**src/rtl/case_sel_pkg.sv**
```systemverilog
// Shared types and helper functions for the pipelined range-case selector.
package case_sel_pkg;

    typedef enum logic [1:0] {
        PARALLEL = 2'd0,
        UNIQUE   = 2'd1,
        UNIQUE0  = 2'd2,
        PRIORITY = 2'd3
    } case_mode_e;

    localparam int MAX_ITEMS = 32;

    function automatic int unsigned popcount(input logic [MAX_ITEMS-1:0] v);
        int unsigned n;
        n = 0;
        for (int i = 0; i < MAX_ITEMS; i++) begin
            if (v[i]) n++;
        end
        return n;
    endfunction

    // Lowest set bit wins; an all-zero vector encodes to 0.
    function automatic int unsigned prio_enc(input logic [MAX_ITEMS-1:0] v);
        int unsigned idx;
        idx = 0;
        for (int i = MAX_ITEMS - 1; i >= 0; i--) begin
            if (v[i]) idx = unsigned'(i);
        end
        return idx;
    endfunction

endpackage

```
**src/rtl/case_sel_match.sv**
```systemverilog
// Combinational range matcher: per-item [lo:hi] hit vector plus summary bits.
module case_sel_match #(
    parameter int WIDTH      = 4,
    parameter int NUM_ITEMS  = 4,
    localparam int IDX_W     = $clog2(NUM_ITEMS)
) (
    input  logic [WIDTH-1:0]           in_sel,
    input  logic [NUM_ITEMS*WIDTH-1:0] range_lo,
    input  logic [NUM_ITEMS*WIDTH-1:0] range_hi,
    output logic [NUM_ITEMS-1:0]       match,
    output logic                       multi_hit,
    output logic                       any_hit,
    output logic [IDX_W-1:0]           first_idx
);
    import case_sel_pkg::*;

    logic [MAX_ITEMS-1:0] match_ext;

    // An inverted range (lo > hi) can never satisfy both compares, so it is empty.
    always_comb begin
        match_ext = '0;
        for (int i = 0; i < NUM_ITEMS; i++) begin
            match_ext[i] = (range_lo[i*WIDTH +: WIDTH] <= in_sel) &&
                           (in_sel <= range_hi[i*WIDTH +: WIDTH]);
        end
        match     = match_ext[NUM_ITEMS-1:0];
        multi_hit = popcount(match_ext) > 1;
        any_hit   = |match_ext;
        first_idx = IDX_W'(prio_enc(match_ext));
    end

endmodule

```
**src/rtl/case_sel_engine.sv**
```systemverilog
// Two-stage range-case selector with valid/ready handshake, case-pragma
// violation flags and saturating violation counters.
module case_sel_engine #(
    parameter int WIDTH       = 4,
    parameter int NUM_ITEMS   = 4,
    parameter int OUT_W       = 5,
    parameter int CNT_W       = 8,
    parameter bit HAS_DEFAULT = 1'b1,
    localparam int IDX_W      = $clog2(NUM_ITEMS)
) (
    input  logic                       clk,
    input  logic                       rst_n,
    input  logic                       in_valid,
    output logic                       in_ready,
    input  logic [WIDTH-1:0]           in_sel,
    input  logic [1:0]                 mode,
    input  logic [NUM_ITEMS*WIDTH-1:0] range_lo,
    input  logic [NUM_ITEMS*WIDTH-1:0] range_hi,
    input  logic [NUM_ITEMS*OUT_W-1:0] item_val,
    input  logic [OUT_W-1:0]           default_val,
    output logic                       out_valid,
    input  logic                       out_ready,
    output logic [OUT_W-1:0]           out_val,
    output logic [IDX_W-1:0]           out_idx,
    output logic                       out_hit,
    output logic                       viol_overlap,
    output logic                       viol_nomatch,
    output logic [CNT_W-1:0]           overlap_cnt,
    output logic [CNT_W-1:0]           nomatch_cnt,
    input  logic                       cnt_clr
);
    import case_sel_pkg::*;

    logic [NUM_ITEMS-1:0] match_c;
    logic                 multi_c, any_c;
    logic [IDX_W-1:0]     idx_c;

    case_sel_match #(
        .WIDTH     (WIDTH),
        .NUM_ITEMS (NUM_ITEMS)
    ) u_match (
        .in_sel    (in_sel),
        .range_lo  (range_lo),
        .range_hi  (range_hi),
        .match     (match_c),
        .multi_hit (multi_c),
        .any_hit   (any_c),
        .first_idx (idx_c)
    );

    logic s2_adv, s1_adv, accept;

    logic                 vld_p1_q, vld_p1_d;
    logic [NUM_ITEMS-1:0] match_p1_q, match_p1_d;
    logic                 multi_p1_q, multi_p1_d;
    logic                 any_p1_q, any_p1_d;
    logic [IDX_W-1:0]     idx_p1_q, idx_p1_d;
    case_mode_e           mode_p1_q, mode_p1_d;

    logic                 out_valid_q, out_valid_d;
    logic [OUT_W-1:0]     out_val_q, out_val_d;
    logic [IDX_W-1:0]     out_idx_q, out_idx_d;
    logic                 out_hit_q, out_hit_d;
    logic                 viol_overlap_q, viol_overlap_d;
    logic                 viol_nomatch_q, viol_nomatch_d;
    logic [CNT_W-1:0]     overlap_cnt_q, overlap_cnt_d;
    logic [CNT_W-1:0]     nomatch_cnt_q, nomatch_cnt_d;

    logic [OUT_W-1:0]     sel_val;
    logic                 ovl_c, nom_c;

    // Handshake: a full pipe still accepts when the whole chain moves this cycle.
    assign s2_adv   = !out_valid_q || out_ready;
    assign s1_adv   = vld_p1_q && s2_adv;
    assign in_ready = rst_n && (!vld_p1_q || s2_adv);
    assign accept   = in_valid && in_ready;

    // Stage 1: capture match summary of the accepted request.
    always_comb begin
        vld_p1_d   = accept || (vld_p1_q && !s1_adv);
        match_p1_d = match_p1_q;
        multi_p1_d = multi_p1_q;
        any_p1_d   = any_p1_q;
        idx_p1_d   = idx_p1_q;
        mode_p1_d  = mode_p1_q;
        if (accept) begin
            match_p1_d = match_c;
            multi_p1_d = multi_c;
            any_p1_d   = any_c;
            idx_p1_d   = idx_c;
            mode_p1_d  = case_mode_e'(mode);
        end
    end

    // Stage 2: resolve the value, qualify violations, update counters.
    always_comb begin
        sel_val = default_val;
        for (int i = NUM_ITEMS - 1; i >= 0; i--) begin
            if (match_p1_q[i]) sel_val = item_val[i*OUT_W +: OUT_W];
        end
        ovl_c = multi_p1_q && (mode_p1_q == UNIQUE || mode_p1_q == UNIQUE0);
        nom_c = !any_p1_q && (mode_p1_q == UNIQUE || mode_p1_q == PRIORITY) && !HAS_DEFAULT;

        out_valid_d    = out_valid_q;
        out_val_d      = out_val_q;
        out_idx_d      = out_idx_q;
        out_hit_d      = out_hit_q;
        viol_overlap_d = viol_overlap_q;
        viol_nomatch_d = viol_nomatch_q;
        if (s2_adv) begin
            out_valid_d = vld_p1_q;
            if (vld_p1_q) begin
                out_val_d      = sel_val;
                out_idx_d      = idx_p1_q;
                out_hit_d      = any_p1_q;
                viol_overlap_d = ovl_c;
                viol_nomatch_d = nom_c;
            end
        end

        overlap_cnt_d = overlap_cnt_q;
        nomatch_cnt_d = nomatch_cnt_q;
        if (cnt_clr) begin
            overlap_cnt_d = '0;
            nomatch_cnt_d = '0;
        end else if (s1_adv) begin
            if (ovl_c && overlap_cnt_q != '1) overlap_cnt_d = overlap_cnt_q + CNT_W'(1);
            if (nom_c && nomatch_cnt_q != '1) nomatch_cnt_d = nomatch_cnt_q + CNT_W'(1);
        end
    end

    always_ff @(posedge clk or negedge rst_n) begin
        if (!rst_n) begin
            vld_p1_q       <= 1'b0;
            out_valid_q    <= 1'b0;
            out_val_q      <= '0;
            out_idx_q      <= '0;
            out_hit_q      <= 1'b0;
            viol_overlap_q <= 1'b0;
            viol_nomatch_q <= 1'b0;
            overlap_cnt_q  <= '0;
            nomatch_cnt_q  <= '0;
        end else begin
            vld_p1_q       <= vld_p1_d;
            out_valid_q    <= out_valid_d;
            out_val_q      <= out_val_d;
            out_idx_q      <= out_idx_d;
            out_hit_q      <= out_hit_d;
            viol_overlap_q <= viol_overlap_d;
            viol_nomatch_q <= viol_nomatch_d;
            overlap_cnt_q  <= overlap_cnt_d;
            nomatch_cnt_q  <= nomatch_cnt_d;
        end
    end

    // Stage-1 payload is only meaningful under vld_p1_q, so it carries no reset.
    always_ff @(posedge clk) begin
        match_p1_q <= match_p1_d;
        multi_p1_q <= multi_p1_d;
        any_p1_q   <= any_p1_d;
        idx_p1_q   <= idx_p1_d;
        mode_p1_q  <= mode_p1_d;
    end

    assign out_valid    = out_valid_q;
    assign out_val      = out_val_q;
    assign out_idx      = out_idx_q;
    assign out_hit      = out_hit_q;
    assign viol_overlap = viol_overlap_q;
    assign viol_nomatch = viol_nomatch_q;
    assign overlap_cnt  = overlap_cnt_q;
    assign nomatch_cnt  = nomatch_cnt_q;

endmodule
```
**config.mk**
```make
export PLATFORM = sky130hd
export DESIGN_NAME = case_sel_engine
export DESIGN_NICKNAME = d
export VERILOG_FILES = /design/src/rtl/case_sel_pkg.sv /design/src/rtl/case_sel_match.sv /design/src/rtl/case_sel_engine.sv
export SDC_FILE = /design/constraint.sdc
export NUM_CORES = 1
export LEC_CHECK = 0
export ABC_CLOCK_PERIOD_IN_PS = 2100
export CAP_MARGIN = 10
export CORE_MARGIN = 2
export CORE_UTILIZATION = 35
export DETAILED_ROUTE_END_ITERATION = 12
export MAX_ROUTING_LAYER = met4
export PLACE_DENSITY = 0.67
export SLEW_MARGIN = 10
export SYNTH_ARGS = -nofsm -noshare
export SYNTH_HDL_FRONTEND = slang
export SYNTH_SLANG_ARGS = --single-unit
```
**constraint.sdc**
```tcl
create_clock -name clk -period 2.1 [get_ports clk]
set_clock_uncertainty 0.05 [all_clocks]
set_input_delay 0.42 -clock clk [delete_from_list [all_inputs] [get_ports clk]]
set_output_delay 0.42 -clock clk [all_outputs]
set_load 0.02 [all_outputs]
```
==> out/metrics.cfg, run 1 <==
[run_status]
result_of_the_run = complete, but fails checks
failed_checks = setup timing

[die]
row_count = 29
die_y_um = 85.2
design.die.area_um2 = 7250
floorplan.core_area_um2 = 6350
die_w_um = 85.2
top_level_pins = 96
initial_utilization_pct = 36.3

[sta]
layout_min_cycle_time_ps = 2590
final.period_utilization_pct = 123
rsz0062_at_grt = yes
finalSetupViolCount = 3
report.final.hold_viol_count = 0
timing.hold.ws_ps = 424
fmax_ghz = 0.386
setup_ws_ps = -487
drv_slew = 0

[grt]
grt_overflow_total = 0
number_of_global_route_vias_before_repair = 2225
grt_util_all_layers_pct = 17.4
number_of_antenna_violations_at_the_first_check_in_global_routing = 0
maximum_number_of_pins_on_one_net_before_global_route_repair = 20
grt_pass1_wl_um = 9940

[detailed_routing]
route.detailed.vias_per_inst = 4.86
final_routed_wire_length_divided_by_cell_count_um = 14.2
drc = 0
antenna_left = 0
route.vias.total = 2176
routed_wirelength_um = 6360
drt_pre_antenna_iters = 4
initialDrtViolationCount = 43

[synthesis]
async_flop_share_pct = 65.5
dominant_register_cell_in_the_synthesized_netlist = dfrtp_1
synth.distinct_cells = 35
syn_area_um2 = 2310
number_of_enable_type_register_cells_in_the_synthesized_netlist = 10
synth.yosys.warnings = 0
syn-mean-instance-area_um2 = 9.34
post_synth_inst_count = 247
synth_seq_cells = 29
synth.yosys.seq_area_share_pct = 33.6

[critical_path]
endpoint_kind = register
worst-setup-path-type = input port to register
arrival_ps = 2650
worstPathMaxFanout = 4
crit_path_start_kind = input port
worstPathRequired_ps = 2170
worst-r2r-cell-count = 6

[power]
total_leakage_power_nw = 1.76
power.clock.fraction_pct = 20.3
power.switching_uw = 661
combPwrFrac_pct = 45.5
power.share.sequential_pct = 34.2
ir_drop_worst_vdd_mv = 0.450
power_density_nw_per_um2 = 529
internal-power_mw = 1.40
sw_frac_of_total_pct = 32.1
post_route_total_power_mw = 2.06

[placed_design]
hpwl_um = 4570
finalWeightedCongestion = 0.846
post-place-cells = 423
buffer_ports.inserted = 86

[clock_tree]
clock_latency_ps = 280
cts_root_buf = clkbuf_8
clk_path_buf_depth = 2
postCtsHoldBufs = 0
tritoncts = yes
tritoncts_num_sinks = 29
maximum_level_of_the_cts_h_tree = 2
clk_transition_reported_paths_ps = 60
cts_made_buffers = 5

[min_path]
hold-path-cell-count = 2
worstHoldPathType = register to register

[finish]
commonest_non_fill_non_tap_cell_in_the_layout = clkdlybuf4s50_1
fillCellCount = 527
fin_nets = 475
area_growth_syn_to_layout_pct = 68.5
diodes = 0
final_cell_count_no_fill = 448
final_layout_size_suffix_gt1_share_pct = 29.6
layout.cells.most_common_list = clkdlybuf4s50_1, buf_4, nand2_1, dfrtp_1, ha_1

[job]
drv_cap = 0

## layer usage
layer / part of all wire (%) / GRT usage (%) / vias to the layer above / wire [um]
li1: - / - / 1084 / -
met1: 42 / 20.0 / 1004 / 2660
met2: 51 / 31.0 / 80 / 3260
met3: 6.0 / 3.99 / 8 / 383
met4: 0.99 / 3.61 / 0 / 63
met5: 0 / - / - / 0
## state kept, by name (all words and copies together), names as in the netlist
signal,count
overlap_cnt,8
out_val,5
match_p1_q,4
idx_p1_q,2
mode_p1_q,2
out_idx,2
any_p1_q,1
multi_p1_q,1
out_hit,1
out_valid,1
viol_overlap,1
vld_p1_q,1
## critical path: stages
cell and delay, ps:
buf_2 120, ha_4 240, nor2b_4 120, o21a_1 170, o21a_1 180, o21ai_2 140
o21ai_2 100, inv_2 100, ha_4 140, inv_2 30, mux2_4 290, inv_4 70
ha_4 120, inv_2 30, a31o_4 190, a32oi_1 170
## layout make-up
cell class | count | area, um2 | share of cell area, %
timing repair buffer | 123 | 1140 | 29.3
multi-input combinational | 182 | 1670 | 42.9
tap | 77 | 96.3 | 2.48
sequential | 29 | 776 | 20.0
clock buffer | 5 | 68.8 | 1.77
clock inverter | 3 | 12.5 | 0.322
inverter | 29 | 126 | 3.25
## power groups by stage
stage	registers, mW	clock network, mW	logic (mW)
floorplan	0.757	0	0.325
global placement	0.713	0	0.702
detailed placement	0.714	0	0.722
CTS	0.704	0.433	0.836
global route	0.711	0.459	1.02
finish	0.703	0.418	0.935
## synthesized netlist by cell type, types with 4 or more instances
library cell / number / area [um2]
nand4_1: 11 / 68.8
a21oi_1: 15 / 75.1
buf_4: 9 / 67.6
clkbuf_1: 4 / 15.0
mux2_2: 4 / 45.0
nand2b_1: 4 / 25.0
mux2i_1: 11 / 110
nor2b_1: 7 / 43.8
inv_1: 29 / 109
xor2_1: 8 / 70.1
nor2_1: 14 / 52.6
edfxtp_1: 10 / 300
o21a_1: 4 / 30.0
ha_1: 37 / 463
nand2_1: 20 / 75.1
o21ai_0: 20 / 100
dfrtp_1: 19 / 475
## path summary, 6_finish.rpt
check,startpoint,endpoint,slack (ps)
setup / recovery,range_lo[1],multi_p1_q,-490
hold / removal,viol_overlap,viol_overlap,420
setup reg to reg,overlap_cnt[3],overlap_cnt[5],410
hold reg to reg,viol_overlap,viol_overlap,420
max in group asynchronous,rst_n,out_val[4],1300
min in group asynchronous,rst_n,overlap_cnt[4],490
## repair_timing
action / 4_1_cts / 5_1_grt
pin swaps: 23 / 18
gates resized for setup: 73 / 43
hold endpoints to repair: 0 / 0
buffers inserted: 12 / 5
setup endpoints to repair: 9 / 5
## logic make-up (layout without fill, tap and decap cells)
group	count (synthesis)	after routing	share of synthesized area (%)
muxes	15	15	6.73
and+or+nand+nor	64	64	14.1
AOI/OAI and AO/OA	48	48	13.0
adders and majority gates	37	37	20.1
xor gates and xnor gates	9	9	3.42
DFF	29	29	33.6
buffers and inverters	44	160	8.95
other	1	9	0.163
## per-stage QoR
step / area (um2) / worst slack, ps / utilization (%) / setup TNS [ps]
2_1_floorplan: 2370 / -523 / - / -523
3_3_place_gp: 3380 / -1320 / 53.2 / -4710
3_5_place_dp: 3380 / -1420 / 53.2 / -5110
4_1_cts: 3720 / -509 / 58.6 / -1050
5_1_grt: 3890 / -564 / 61.2 / -1240
6_report: 3890 / -487 / 61.2 / -1040
No activity file was read; power rests on OpenSTA's default activity.
==> run 2, diff against run 1 <==
Settings changed: CORE_ASPECT_RATIO set to 0.7.
==> run 2 against run 1 <==
Effect of this change: the run still ends with setup timing left; final area up 5.5%; core utilization up 3.8 points; hold slack better by 1.2 ps; flip-flop and latch count unchanged; register-to-register slack better by 30 ps; largest cell class unchanged; combinational power up 12%; setup slack worse by 87 ps; non-clock buffer count up 9; final cell count up 2.2%; sequential share of layout area down 1.0 points; first-iteration DRC count up 56%.
==> out/metrics.cfg, run 2 (same netlist as run 1, synthesis figures left out) <==
[critical_path]
arrival_ps = 2640  ; was 2650 ps
endpoint_kind = register  ; unchanged
worstPathRequired_ps = 2070  ; was 2170 ps
crit_path_start_kind = input port  ; unchanged
worst-setup-path-type = input port to register  ; unchanged
worstPathMaxFanout = 4  ; unchanged

[die]
die_w_um = 101  ; was 85.2 um
initial_utilization_pct = 36.6  ; was 36.3%
die_y_um = 71.9  ; was 85.2 um
top_level_pins = 96  ; unchanged
design.die.area_um2 = 7260  ; was 7250 um2
row_count = 24  ; was 29
floorplan.core_area_um2 = 6310  ; was 6350 um2

[sta]
drv_slew = 0  ; unchanged
rsz0062_at_grt = yes  ; unchanged
setup_ws_ps = -574  ; was -487 ps
fmax_ghz = 0.374  ; was 0.386 GHz
final.period_utilization_pct = 127  ; was 123%
layout_min_cycle_time_ps = 2670  ; was 2590 ps
report.final.hold_viol_count = 0  ; unchanged
finalSetupViolCount = 5  ; was 3
timing.hold.ws_ps = 425  ; was 424 ps

[clock_tree]
clk_path_buf_depth = 2  ; unchanged
cts_root_buf = clkbuf_8  ; unchanged
tritoncts_num_sinks = 29  ; unchanged
tritoncts = yes  ; unchanged
cts_made_buffers = 5  ; unchanged
clk_transition_reported_paths_ps = 70  ; was 60 ps
postCtsHoldBufs = 0  ; unchanged
clock_latency_ps = 280  ; about the same
maximum_level_of_the_cts_h_tree = 2  ; unchanged

[placed_design]
preCtsSetupSlack_ps = -1390  ; was -1420 ps
buffer_ports.inserted = 86  ; unchanged
hpwl_um = 4760  ; was 4570 um
finalWeightedCongestion = 0.877  ; was 0.846
placed_area_um2 = 3420  ; was 3380 um2

[detailed_routing]
routed_wirelength_um = 6900  ; was 6360 um
route.vias.total = 2209  ; was 2176
route.detailed.vias_per_inst = 4.82  ; was 4.86
initialDrtViolationCount = 67  ; was 43
final_routed_wire_length_divided_by_cell_count_um = 15.1  ; was 14.2 um
drt_pre_antenna_iters = 4  ; unchanged
drc = 0  ; unchanged
antenna_left = 0  ; unchanged

[power]
power_density_nw_per_um2 = 542  ; was 529 nW/um2
post_route_total_power_mw = 2.22  ; was 2.06 mW
total_leakage_power_nw = 1.82  ; was 1.76 nW
ir_drop_worst_vdd_mv = 0.258  ; was 0.450 mV

[run_status]
result_of_the_run = complete, but fails checks  ; unchanged
failed_checks = setup timing  ; unchanged

[finish]
flip_flop_count_of_the_largest_register_all_copies_and_words_added = 8  ; unchanged
commonest_non_fill_non_tap_cell_in_the_layout = clkdlybuf4s50_1  ; unchanged
diodes = 0  ; unchanged
fin_nets = 484  ; was 475
final_util_pct = 65.0  ; was 61.2%
layout.cells.most_common_list = clkdlybuf4s50_1, buf_4, nand2_1, ha_4, dfrtp_1  ; was clkdlybuf4s50_1, buf_4, nand2_1, dfrtp_1, ha_1
area_growth_syn_to_layout_pct = 77.8  ; was 68.5%
design_area_um2 = 4100  ; was 3890 um2
final_layout_size_suffix_gt1_share_pct = 34.5  ; was 29.6%

[grt]
maximum_number_of_pins_on_one_net_before_global_route_repair = 20  ; unchanged
grt_overflow_total = 0  ; unchanged
number_of_antenna_violations_at_the_first_check_in_global_routing = 0  ; unchanged
number_of_global_route_vias_before_repair = 2207  ; was 2225
grt_pass1_wl_um = 10500  ; was 9940 um
grt_util_all_layers_pct = 19.4  ; was 17.4%

[min_path]
worstHoldPathType = register to register  ; unchanged

[job]
drv_cap = 0  ; unchanged

run 2: changes by cell type in the layout (fill, tap and decap cells not counted), moves of 4 or more:
cell,change
buf_6,+12
clkdlybuf4s15_1,+4
ha_4,+4
inv_1,-5
inv_2,+5
run 2: critical path, stage by stage:
cell and delay (ps):
buf_12 90, clkinv_8 60, ha_4 210, nor2b_4 120, o21a_1 180, o21a_1 200, o21ai_2 170, o21ai_4 110
inv_2 100, ha_4 140, inv_2 30, mux2_4 280, inv_4 70, ha_4 190, nor2b_1 150, a32oi_2 130
run 2: power breakdown:
group | total, mW | internal (mW) | switching (mW)
Combinational | 1.05 | 0.587 | 0.460
Clock | 0.470 | 0.259 | 0.211
Sequential | 0.706 | 0.660 | 0.0456
Total | 2.22 | 1.51 | 0.717
run 2: layout make-up:
type | count | area [um2]
Fill cell | 511 | 2210
Multi-Input combinational cell | 182 | 1740
Timing Repair Buffer | 132 | 1270
Sequential cell | 29 | 776
Inverter | 29 | 126
Tap cell | 78 | 97.6
Clock buffer | 6 | 82.6
Clock inverter | 2 | 8.76
run 2: worst paths after layout:
kind	startpoint	to	slack [ps]	depth (start not counted)
max	in_sel[1]	multi_p1_q	-570	16
min	any_p1_q	out_hit	430	1
max reg2reg	overlap_cnt[3]	overlap_cnt[6]	440	6
min reg2reg	any_p1_q	out_hit	430	1
max in group asynchronous	rst_n	overlap_cnt[3]	1270	2
min in group asynchronous	rst_n	out_idx[1]	530	2
run 2: what timing repair did:
| item | CTS | global route |
|---|---|---|
| setup endpoints to repair | 8 | 7 |
| pin swaps | 26 | 15 |
| buffers inserted | 29 | 5 |
| gates resized for setup | 127 | 22 |
run 2: metrics by stage:
step / setup TNS (ps) / instances
2_1_floorplan: -523 / 255
3_3_place_gp: -4390 / 428
3_5_place_dp: -4970 / 428
4_1_cts: -1240 / 458
5_1_grt: -1570 / 458
6_report: -1170 / 458
run 2: metal layers:
layer	up-vias	routed length, um	track usage, %
met3	6	380	4.24
met4	0	65	4.50
li1	1115	-	-
met1	1017	3180	24.6
met2	71	3270	32.1
met5	-	0	-
